==> config.mk <==
export PLATFORM = sky130hd
export DESIGN_NAME = kbd_mouse_sched_flat
export DESIGN_NICKNAME = d
export VERILOG_FILES = /design/src/rtl/kms_pkg.sv /design/src/rtl/kms_if.sv /design/src/rtl/kms_fifo.sv /design/src/rtl/kbd_mouse_sched.sv /design/src/flat_wrapper.sv
export SDC_FILE = /design/constraint.sdc
export NUM_CORES = 1
export LEC_CHECK = 0
export BUFFER_PORTS_ARGS = -buffer_cell sky130_fd_sc_hd__buf_2
export CAP_MARGIN = 20
export CELL_PAD_IN_SITES_DETAIL_PLACEMENT = 0
export CELL_PAD_IN_SITES_GLOBAL_PLACEMENT = 1
export CORE_MARGIN = 8
export CORE_UTILIZATION = 40
export CTS_CLUSTER_DIAMETER = 50
export CTS_CLUSTER_SIZE = 14
export DETAILED_ROUTE_END_ITERATION = 10
export GPL_TIMING_DRIVEN = 0
export PLACE_DENSITY = 0.66
export SLEW_MARGIN = 15
export SYNTH_ARGS = -nofsm -noshare
export SYNTH_HDL_FRONTEND = slang
export SYNTH_SLANG_ARGS = --single-unit
==> constraint.sdc <==
create_clock -name clk_sys -period 3.83 [get_ports clk_sys]
set_clock_uncertainty 0.1 [all_clocks]
set_input_delay 0.383 -clock clk_sys [delete_from_list [all_inputs] [get_ports clk_sys]]
set_output_delay 0.383 -clock clk_sys [all_outputs]
set_load 0.01 [all_outputs]
==> src/rtl/kms_pkg.sv <==
`default_nettype none
// ============================================================================
//  Module   : kms_pkg
//  Purpose  : Shared types for the keyboard/mouse event scheduler: event-type
//             encodings, scheduler state encoding and the FIFO entry layout.
//  Ports    : none (package)
//  Revision : 1.0 - initial release
// ============================================================================
package kms_pkg;

  // Width of one queued event: 2-bit type followed by 8-bit payload.
  localparam int unsigned c_ENTRY_W = 10;

  typedef enum logic [1:0] {
    MS_X = 2'd0,
    MS_Y = 2'd1,
    KEY  = 2'd2,
    OSD  = 2'd3
  } kms_type_e;

  typedef enum logic [1:0] {
    IDLE     = 2'd0,
    DISPATCH = 2'd1,
    KBD_WAIT = 2'd2,
    OSD_WAIT = 2'd3
  } kms_state_e;

  typedef struct packed {
    kms_type_e  ev_type;
    logic [7:0] data;
  } kms_entry_t;

endpackage
`default_nettype wire

==> src/rtl/kms_if.sv <==
`default_nettype none
// ============================================================================
//  Module   : kms_if
//  Purpose  : Bundles the event input, the keyboard/OSD handshakes, the mouse
//             counters and the status pulses of kbd_mouse_sched.
//  Ports    : kms_level/kms_type/kms_data/mouse_btn_in  - event source
//             kbd_data/kbd_valid/kbd_ack                - CIA keyboard side
//             osd_data/osd_valid/osd_ack                - OSD controller side
//             mouse_x/mouse_y/mouse_btn                 - mouse state
//             ovf/tmo                                   - status pulses
//             modport slave  : the scheduler
//             modport master : the environment driving it
//  Revision : 1.0 - initial release
// ============================================================================
interface kms_if;
  logic       kms_level;
  logic [1:0] kms_type;
  logic [7:0] kms_data;
  logic [2:0] mouse_btn_in;
  logic [7:0] kbd_data;
  logic       kbd_valid;
  logic       kbd_ack;
  logic [7:0] osd_data;
  logic       osd_valid;
  logic       osd_ack;
  logic [7:0] mouse_x;
  logic [7:0] mouse_y;
  logic [2:0] mouse_btn;
  logic       ovf;
  logic       tmo;

  modport slave (
    input  kms_level, kms_type, kms_data, mouse_btn_in, kbd_ack, osd_ack,
    output kbd_data, kbd_valid, osd_data, osd_valid,
           mouse_x, mouse_y, mouse_btn, ovf, tmo
  );

  modport master (
    output kms_level, kms_type, kms_data, mouse_btn_in, kbd_ack, osd_ack,
    input  kbd_data, kbd_valid, osd_data, osd_valid,
           mouse_x, mouse_y, mouse_btn, ovf, tmo
  );
endinterface
`default_nettype wire

==> src/rtl/kms_fifo.sv <==
`default_nettype none
// ============================================================================
//  Module   : kms_fifo
//  Purpose  : Synchronous event FIFO with wrap-bit pointers. A write into a
//             full FIFO is discarded (drop pulses) unless a pop happens in
//             the same cycle, in which case both succeed.
//  Ports    : clk_sys, reset (async, active-high)
//             wr_en/wr_data   - push side
//             rd_en/rd_data   - pop side (rd_data shows the head, fall-through)
//             empty           - no entries
//             drop            - a write was discarded this cycle
//  Revision : 1.0 - initial release
// ============================================================================
module kms_fifo #(
  parameter int unsigned DEPTH = 8,
  parameter int unsigned WIDTH = 10
) (
  input  wire logic             clk_sys,
  input  wire logic             reset,
  input  wire logic             wr_en,
  input  wire logic [WIDTH-1:0] wr_data,
  input  wire logic             rd_en,
  output logic      [WIDTH-1:0] rd_data,
  output logic                  empty,
  output logic                  drop
);

  localparam int unsigned c_AW = $clog2(DEPTH);

  // Pointers carry one extra wrap bit so full and empty are distinguishable.
  logic [c_AW:0]      r_wr_ptr;
  logic [c_AW:0]      r_rd_ptr;
  logic [WIDTH-1:0]   r_mem [DEPTH];

  logic w_full;
  logic w_do_rd;
  logic w_do_wr;

  assign w_full  = (r_wr_ptr[c_AW] != r_rd_ptr[c_AW]) &&
                   (r_wr_ptr[c_AW-1:0] == r_rd_ptr[c_AW-1:0]);
  assign empty   = (r_wr_ptr == r_rd_ptr);
  assign w_do_rd = rd_en & ~empty;
  // A simultaneous pop frees the slot the write lands in.
  assign w_do_wr = wr_en & (~w_full | w_do_rd);
  assign drop    = wr_en & w_full & ~w_do_rd;
  assign rd_data = r_mem[r_rd_ptr[c_AW-1:0]];

  always_ff @(posedge clk_sys or posedge reset) begin
    if (reset) begin
      r_wr_ptr <= '0;
      r_rd_ptr <= '0;
    end else begin
      if (w_do_wr) r_wr_ptr <= r_wr_ptr + 1'b1;
      if (w_do_rd) r_rd_ptr <= r_rd_ptr + 1'b1;
    end
  end

  // Storage needs no reset: the pointers alone define which entries are live.
  always_ff @(posedge clk_sys) begin
    if (w_do_wr) r_mem[r_wr_ptr[c_AW-1:0]] <= wr_data;
  end

endmodule
`default_nettype wire

==> src/rtl/kbd_mouse_sched.sv <==
`default_nettype none
// ============================================================================
//  Module   : kbd_mouse_sched
//  Purpose  : Captures level-toggle events from the host, queues them in
//             arrival order and dispatches them: mouse deltas update the
//             wrapping X/Y counters, keycodes and OSD keys are offered on a
//             valid/ack handshake with a timeout.
//  Ports    : clk_sys  - single clock
//             reset    - asynchronous, active-high
//             bus      - kms_if.slave (event input, handshakes, mouse state,
//                        ovf/tmo status pulses)
//  Revision : 1.0 - initial release
// ============================================================================
module kbd_mouse_sched
  import kms_pkg::*;
#(
  parameter int unsigned DEPTH       = 8,
  parameter logic [15:0] KBD_TIMEOUT = 16'd50000
) (
  input wire logic clk_sys,
  input wire logic reset,
  kms_if.slave     bus
);

  localparam logic [15:0] c_TMO_LAST = KBD_TIMEOUT - 16'd1;

  // ---------------------------------------------------------------- capture
  // r_armed keeps the first edge after reset from comparing against the
  // reset value of r_level, so a high kms_level is not seen as an event.
  logic                 r_armed;
  logic                 r_level;
  logic                 r_evt_v;
  logic [c_ENTRY_W-1:0] r_evt_data;
  logic                 w_event;

  assign w_event = r_armed & (bus.kms_level ^ r_level);

  always_ff @(posedge clk_sys or posedge reset) begin
    if (reset) begin
      r_armed    <= 1'b0;
      r_level    <= 1'b0;
      r_evt_v    <= 1'b0;
      r_evt_data <= '0;
    end else begin
      r_armed    <= 1'b1;
      r_level    <= bus.kms_level;
      r_evt_v    <= w_event;
      r_evt_data <= {bus.kms_type, bus.kms_data};
    end
  end

  // ------------------------------------------------------------------- fifo
  logic [c_ENTRY_W-1:0] w_fifo_rd;
  logic                 w_empty;
  logic                 w_drop;
  logic                 w_pop;

  kms_fifo #(
    .DEPTH (DEPTH),
    .WIDTH (c_ENTRY_W)
  ) u_fifo (
    .clk_sys (clk_sys),
    .reset   (reset),
    .wr_en   (r_evt_v),
    .wr_data (r_evt_data),
    .rd_en   (w_pop),
    .rd_data (w_fifo_rd),
    .empty   (w_empty),
    .drop    (w_drop)
  );

  // -------------------------------------------------------------- scheduler
  kms_state_e r_state,     w_state_nxt;
  kms_entry_t r_head,      w_head_nxt;
  logic [15:0] r_timer,    w_timer_nxt;
  logic [7:0]  r_kbd_data, w_kbd_data_nxt;
  logic        r_kbd_valid, w_kbd_valid_nxt;
  logic [7:0]  r_osd_data, w_osd_data_nxt;
  logic        r_osd_valid, w_osd_valid_nxt;
  logic [7:0]  r_mouse_x,  w_mouse_x_nxt;
  logic [7:0]  r_mouse_y,  w_mouse_y_nxt;
  logic        r_tmo,      w_tmo_nxt;
  logic        r_ovf;
  logic [2:0]  r_mouse_btn;

  always_ff @(posedge clk_sys or posedge reset) begin
    if (reset) begin
      r_state     <= IDLE;
      r_head      <= '0;
      r_timer     <= '0;
      r_kbd_data  <= '0;
      r_kbd_valid <= 1'b0;
      r_osd_data  <= '0;
      r_osd_valid <= 1'b0;
      r_mouse_x   <= '0;
      r_mouse_y   <= '0;
      r_tmo       <= 1'b0;
      r_ovf       <= 1'b0;
      r_mouse_btn <= '0;
    end else begin
      r_state     <= w_state_nxt;
      r_head      <= w_head_nxt;
      r_timer     <= w_timer_nxt;
      r_kbd_data  <= w_kbd_data_nxt;
      r_kbd_valid <= w_kbd_valid_nxt;
      r_osd_data  <= w_osd_data_nxt;
      r_osd_valid <= w_osd_valid_nxt;
      r_mouse_x   <= w_mouse_x_nxt;
      r_mouse_y   <= w_mouse_y_nxt;
      r_tmo       <= w_tmo_nxt;
      r_ovf       <= w_drop;
      r_mouse_btn <= bus.mouse_btn_in;
    end
  end

  always_comb begin
    w_state_nxt     = r_state;
    w_head_nxt      = r_head;
    w_timer_nxt     = r_timer;
    w_kbd_data_nxt  = r_kbd_data;
    w_kbd_valid_nxt = r_kbd_valid;
    w_osd_data_nxt  = r_osd_data;
    w_osd_valid_nxt = r_osd_valid;
    w_mouse_x_nxt   = r_mouse_x;
    w_mouse_y_nxt   = r_mouse_y;
    w_tmo_nxt       = 1'b0;
    w_pop           = 1'b0;

    case (r_state)
      IDLE: begin
        if (!w_empty) begin
          w_pop       = 1'b1;
          w_head_nxt  = kms_entry_t'(w_fifo_rd);
          w_state_nxt = DISPATCH;
        end
      end

      DISPATCH: begin
        w_state_nxt = IDLE;
        case (r_head.ev_type)
          MS_X: w_mouse_x_nxt = r_mouse_x + r_head.data;
          MS_Y: w_mouse_y_nxt = r_mouse_y + r_head.data;
          KEY: begin
            w_kbd_data_nxt  = r_head.data;
            w_kbd_valid_nxt = 1'b1;
            w_timer_nxt     = '0;
            w_state_nxt     = KBD_WAIT;
          end
          OSD: begin
            w_osd_data_nxt  = r_head.data;
            w_osd_valid_nxt = 1'b1;
            w_timer_nxt     = '0;
            w_state_nxt     = OSD_WAIT;
          end
          default: w_state_nxt = IDLE;
        endcase
      end

      // The ack is tested first so a coinciding timeout never pulses tmo.
      KBD_WAIT: begin
        if (bus.kbd_ack) begin
          w_kbd_valid_nxt = 1'b0;
          w_state_nxt     = IDLE;
        end else if (r_timer == c_TMO_LAST) begin
          w_kbd_valid_nxt = 1'b0;
          w_tmo_nxt       = 1'b1;
          w_state_nxt     = IDLE;
        end else begin
          w_timer_nxt = r_timer + 16'd1;
        end
      end

      OSD_WAIT: begin
        if (bus.osd_ack) begin
          w_osd_valid_nxt = 1'b0;
          w_state_nxt     = IDLE;
        end else if (r_timer == c_TMO_LAST) begin
          w_osd_valid_nxt = 1'b0;
          w_tmo_nxt       = 1'b1;
          w_state_nxt     = IDLE;
        end else begin
          w_timer_nxt = r_timer + 16'd1;
        end
      end

      default: w_state_nxt = IDLE;
    endcase
  end

  assign bus.kbd_data  = r_kbd_data;
  assign bus.kbd_valid = r_kbd_valid;
  assign bus.osd_data  = r_osd_data;
  assign bus.osd_valid = r_osd_valid;
  assign bus.mouse_x   = r_mouse_x;
  assign bus.mouse_y   = r_mouse_y;
  assign bus.mouse_btn = r_mouse_btn;
  assign bus.ovf       = r_ovf;
  assign bus.tmo       = r_tmo;

endmodule
`default_nettype wire

==> src/flat_wrapper.sv <==
// flat-port wrapper written by rule: the top's interface ports become plain ports
module kbd_mouse_sched_flat import kms_pkg::*;
#(
  parameter int unsigned DEPTH       = 8,
  parameter logic [15:0] KBD_TIMEOUT = 16'd50000
)
  (clk_sys, reset, bus_kms_level, bus_kms_type, bus_kms_data, bus_mouse_btn_in, bus_kbd_ack, bus_osd_ack, bus_kbd_data, bus_kbd_valid, bus_osd_data, bus_osd_valid, bus_mouse_x, bus_mouse_y, bus_mouse_btn, bus_ovf, bus_tmo);
  kms_if bus_i ();
  input wire logic clk_sys;
  input wire logic reset;
  input wire logic [$bits(bus_i.kms_level)-1:0] bus_kms_level;
  input wire logic [$bits(bus_i.kms_type)-1:0] bus_kms_type;
  input wire logic [$bits(bus_i.kms_data)-1:0] bus_kms_data;
  input wire logic [$bits(bus_i.mouse_btn_in)-1:0] bus_mouse_btn_in;
  input wire logic [$bits(bus_i.kbd_ack)-1:0] bus_kbd_ack;
  input wire logic [$bits(bus_i.osd_ack)-1:0] bus_osd_ack;
  output wire logic [$bits(bus_i.kbd_data)-1:0] bus_kbd_data;
  output wire logic [$bits(bus_i.kbd_valid)-1:0] bus_kbd_valid;
  output wire logic [$bits(bus_i.osd_data)-1:0] bus_osd_data;
  output wire logic [$bits(bus_i.osd_valid)-1:0] bus_osd_valid;
  output wire logic [$bits(bus_i.mouse_x)-1:0] bus_mouse_x;
  output wire logic [$bits(bus_i.mouse_y)-1:0] bus_mouse_y;
  output wire logic [$bits(bus_i.mouse_btn)-1:0] bus_mouse_btn;
  output wire logic [$bits(bus_i.ovf)-1:0] bus_ovf;
  output wire logic [$bits(bus_i.tmo)-1:0] bus_tmo;
  assign bus_i.kms_level = bus_kms_level;
  assign bus_i.kms_type = bus_kms_type;
  assign bus_i.kms_data = bus_kms_data;
  assign bus_i.mouse_btn_in = bus_mouse_btn_in;
  assign bus_i.kbd_ack = bus_kbd_ack;
  assign bus_i.osd_ack = bus_osd_ack;
  assign bus_kbd_data = bus_i.kbd_data;
  assign bus_kbd_valid = bus_i.kbd_valid;
  assign bus_osd_data = bus_i.osd_data;
  assign bus_osd_valid = bus_i.osd_valid;
  assign bus_mouse_x = bus_i.mouse_x;
  assign bus_mouse_y = bus_i.mouse_y;
  assign bus_mouse_btn = bus_i.mouse_btn;
  assign bus_ovf = bus_i.ovf;
  assign bus_tmo = bus_i.tmo;
  kbd_mouse_sched #(.DEPTH(DEPTH), .KBD_TIMEOUT(KBD_TIMEOUT)) u_core (.clk_sys(clk_sys), .reset(reset), .bus(bus_i));
endmodule
==> impl_metrics.ini <==
[hold_path]
min_path_cells = 4
min_from = bus_osd_ack
min_to = u_core.bus.osd_valid
hold_class = input pin to flop

[clock_tree]
clk_latency_ps = 430
cts_made_buffers = 17
clk_pin_slew_ps = 70
cts_tree = built
htreeDepth = 4
clock_sinks = 168
cts_root_buffer = clkbuf_16
cts_resized = 0
cts_max_path_buffers = 2

[logic_synthesis]
synth_top_area_share_pct = 33.5
synthesis.area_um2 = 7180
synth_nets = 537
ys.flop_type = dfrtp_1
yosys.area.top_type = edfxtp_1
synth-async-reset-ratio_pct = 52.4
synth_edf_count = 80
ys_seq_area_share_pct = 64.2
ys_warn_count = 0
syn-mean-instance-area_um2 = 14.4
synthDistinctLibCells = 53
synthTopCellsByArea = edfxtp_1 (33%), dfrtp_1 (31%), mux4_2 (6.3%)
ys_ff_latch = 168
synthCells = 500

[outcome]
status = completed

[cells_and_area]
fillerInstances = 1574
nets = 633
num_antenna_cells = 0
finish.instance_area_um2 = 8610
final_common_cell = dfrtp_1
stdcell_count = 838
drive_gt1_share_pct = 24.6
layout_common_cells = dfrtp_1 (88), edfxtp_1 (80), buf_2 (59)
syn_to_final_growth_pct = 20.0

[sta]
setup-violations-final = 0
slew_headroom_pct = 26.6
rsz0062_at_grt = false
worstMarginPinSlew_ps = 1100
fin_crit_sh_pct = 75.4
min_period_ps = 2890
setup_ws_ps = 940
clock.fmax_ghz = 0.346
final_hold_viol_count = 0
setup_tns_ps = 0
finalMaxSlewViolations = 0

[placement]
port_buffers = 56
gp_congestion = 0.770
place_inst = 790
place_area_um2 = 7830
dp_hpwl_um = 10500
pre_cts_slack_ps = 810

[routing]
num_vias = 4260
drt-total-wl_um = 15000
final_antenna_net_count = 0
drcViolationCount = 0
drtPass1Iterations = 4
drt_iter0_drc = 220
vias_per_cell = 5.08
post_drt_wl_per_cell_um = 17.9

[worst_setup_path]
crit_type = flop to flop
critical-path-max-stage-delay_ps = 860
cp_slowest_cell = nor2_1
cp.arrival_ps = 2840
r2r_setup_slack_ps = 940
r2r_cells = 6
reg2reg_to = u_core.u_fifo.r_mem[5][3]
worstPathRequired_ps = 3780
cp-end-kind = flop
worstReg2RegStart = u_core.u_fifo.r_wr_ptr[1]
worstPathCellList = clkbuf_1, xor2_1, nor3_1, a21boi_1, nand2_1, nor2_1
critPathMaxFanout = 10
start_kind = flop

[floorplan]
die_x_um = 150
initial_core_util_pct = 40.4
die_y_um = 150
coreArea_um2 = 17800
die_area_um2 = 22500
boundaryPins = 57
rows = 49

[global_route]
antenna_found_initial = 0
grt_pass1_wl_um = 24200
gr-usage-all-layers_pct = 14.2
grt_max_degree = 60
grt_overflow = 0
grt_use_met1_pct = 17.7
use_met3_pct = 3.78
busiest_layer = met2
grt_util_met2_pct = 23.7
grt_pass1_vias = 4463

[power_and_ir_drop]
total_power_mw = 6.70
irDropWorstVdd_uv = 373
leakage_nw = 3.46
cellPowerDensity_nw_per_um2 = 778

[flow_run]
maxCapViolCount = 0
-- stage by stage --
| stage | utilization, % | hold slack [ps] |
|---|---|---|
| 5_1_grt | 48.4 | 209 |
| 6_report | 48.4 | 201 |
| 4_1_cts | 48.4 | 179 |
| 3_3_place_gp | 43.6 | 335 |
| 2_1_floorplan | - | 314 |
| 3_5_place_dp | 44.0 | 333 |
-- cells in the mapped netlist (2+ instances only) --
cell      count
ha_1         17
mux2_2       25
nand4_1       2
o21a_1        2
nor2_1       35
nand2b_1      5
o221ai_1      2
o21ai_0      24
nor3_1       12
edfxtp_1     80
nor4b_1       3
xor2_1        9
buf_2         3
a21oi_1      11
inv_1        13
o311ai_0      2
clkbuf_1     17
dfrtp_1      88
nor4_1        5
nor3b_1       6
mux4_2       20
a211oi_1      3
fa_1          2
o21bai_1      2
a21o_1        4
xnor2_1      23
mux2i_1      14
or3_1         4
nand3_1      11
nand2_1      33
-- where the power goes --
part	internal, mW	total (mW)	switching [mW]
clock	1.00	1.80	0.795
sequential	2.27	2.58	0.303
combinational	1.06	2.33	1.26
total	4.34	6.70	2.36
-- how the worst max path moves through the flow --
| stage | slack, ps | end | from | cells past startpoint |
|---|---|---|---|---|
| after floorplan | 1070 | u_core.bus.kbd_data[0] | reset | 1 |
| after global placement | -210 | u_core.bus.mouse_y[5] | reset | 2 |
| after detailed placement | 810 | u_core.u_fifo.r_mem[6][3] | u_core.u_fifo.r_wr_ptr[2] | 6 |
| after CTS | 800 | u_core.u_fifo.r_mem[6][3] | u_core.u_fifo.r_wr_ptr[1] | 6 |
| after global routing | 680 | u_core.u_fifo.r_mem[4][9] | u_core.u_fifo.r_wr_ptr[1] | 6 |
| final | 940 | u_core.u_fifo.r_mem[5][3] | u_core.u_fifo.r_wr_ptr[1] | 6 |
-- state kept, by name (all words and copies together) (netlist names) --
| name | count |
|---|---|
| u_core.r_evt_v | 1 |
| u_core.r_level | 1 |
| u_core.bus.mouse_x | 8 |
| u_core.u_fifo.r_rd_ptr | 4 |
| u_core.r_timer | 16 |
| u_core.r_evt_data | 10 |
| u_core.r_armed | 1 |
| u_core.u_fifo.r_wr_ptr | 4 |
| u_core.bus.ovf | 1 |
| u_core.bus.osd_data | 8 |
| u_core.bus.kbd_data | 8 |
| u_core.bus.kbd_valid | 1 |
| u_core.r_head | 10 |
| u_core.r_state | 2 |
| u_core.bus.mouse_y | 8 |
| u_core.bus.tmo | 1 |
| u_core.bus.osd_valid | 1 |
| u_core.u_fifo.r_mem | 80 |
| u_core.bus.mouse_btn | 3 |
-- final cells by class --
type | count | area, µm² | area share, %
timing repair buffer | 77 | 510 | 5.93
inverter | 13 | 51.3 | 0.596
multi-input combinational | 299 | 2450 | 28.5
tap | 229 | 287 | 3.33
buffer | 20 | 78.8 | 0.915
sequential | 168 | 4600 | 53.5
clock inverter | 15 | 201 | 2.34
clock buffer | 17 | 425 | 4.94
-- routing by layer --
metal | part of all wire [%] | up-vias
met1 | 45 | 2138
li1 | - | 2037
met2 | 50 | 69
met4 | 1.4 | 0
met5 | 0 | -
met3 | 3.7 | 16
-- critical path: cells and delay by family (launching register included) --
family,cells,cell delay (ps)
simple gates,3,1140
buf+inv,1,330
xor+xnor,1,180
flops,1,350
compound gates,1,410
-- repair_timing --
action	in CTS	in global routing
buffers inserted	0	0
hold endpoints to repair	43	0
hold buffers	15	0
-- kinds of logic after synthesis --
family                   synth area share, %
buffers and inverters                   1.78
XOR/XNOR                                3.91
flip-flops                              64.2
AO/OA/AOI/OAI                           5.23
adder cells (fa/ha/maj)                 3.52
AND/OR/NAND/NOR                         9.21
other                                 0.0523
multiplexers                            12.2
No activity file was read; power rests on OpenSTA's default activity.
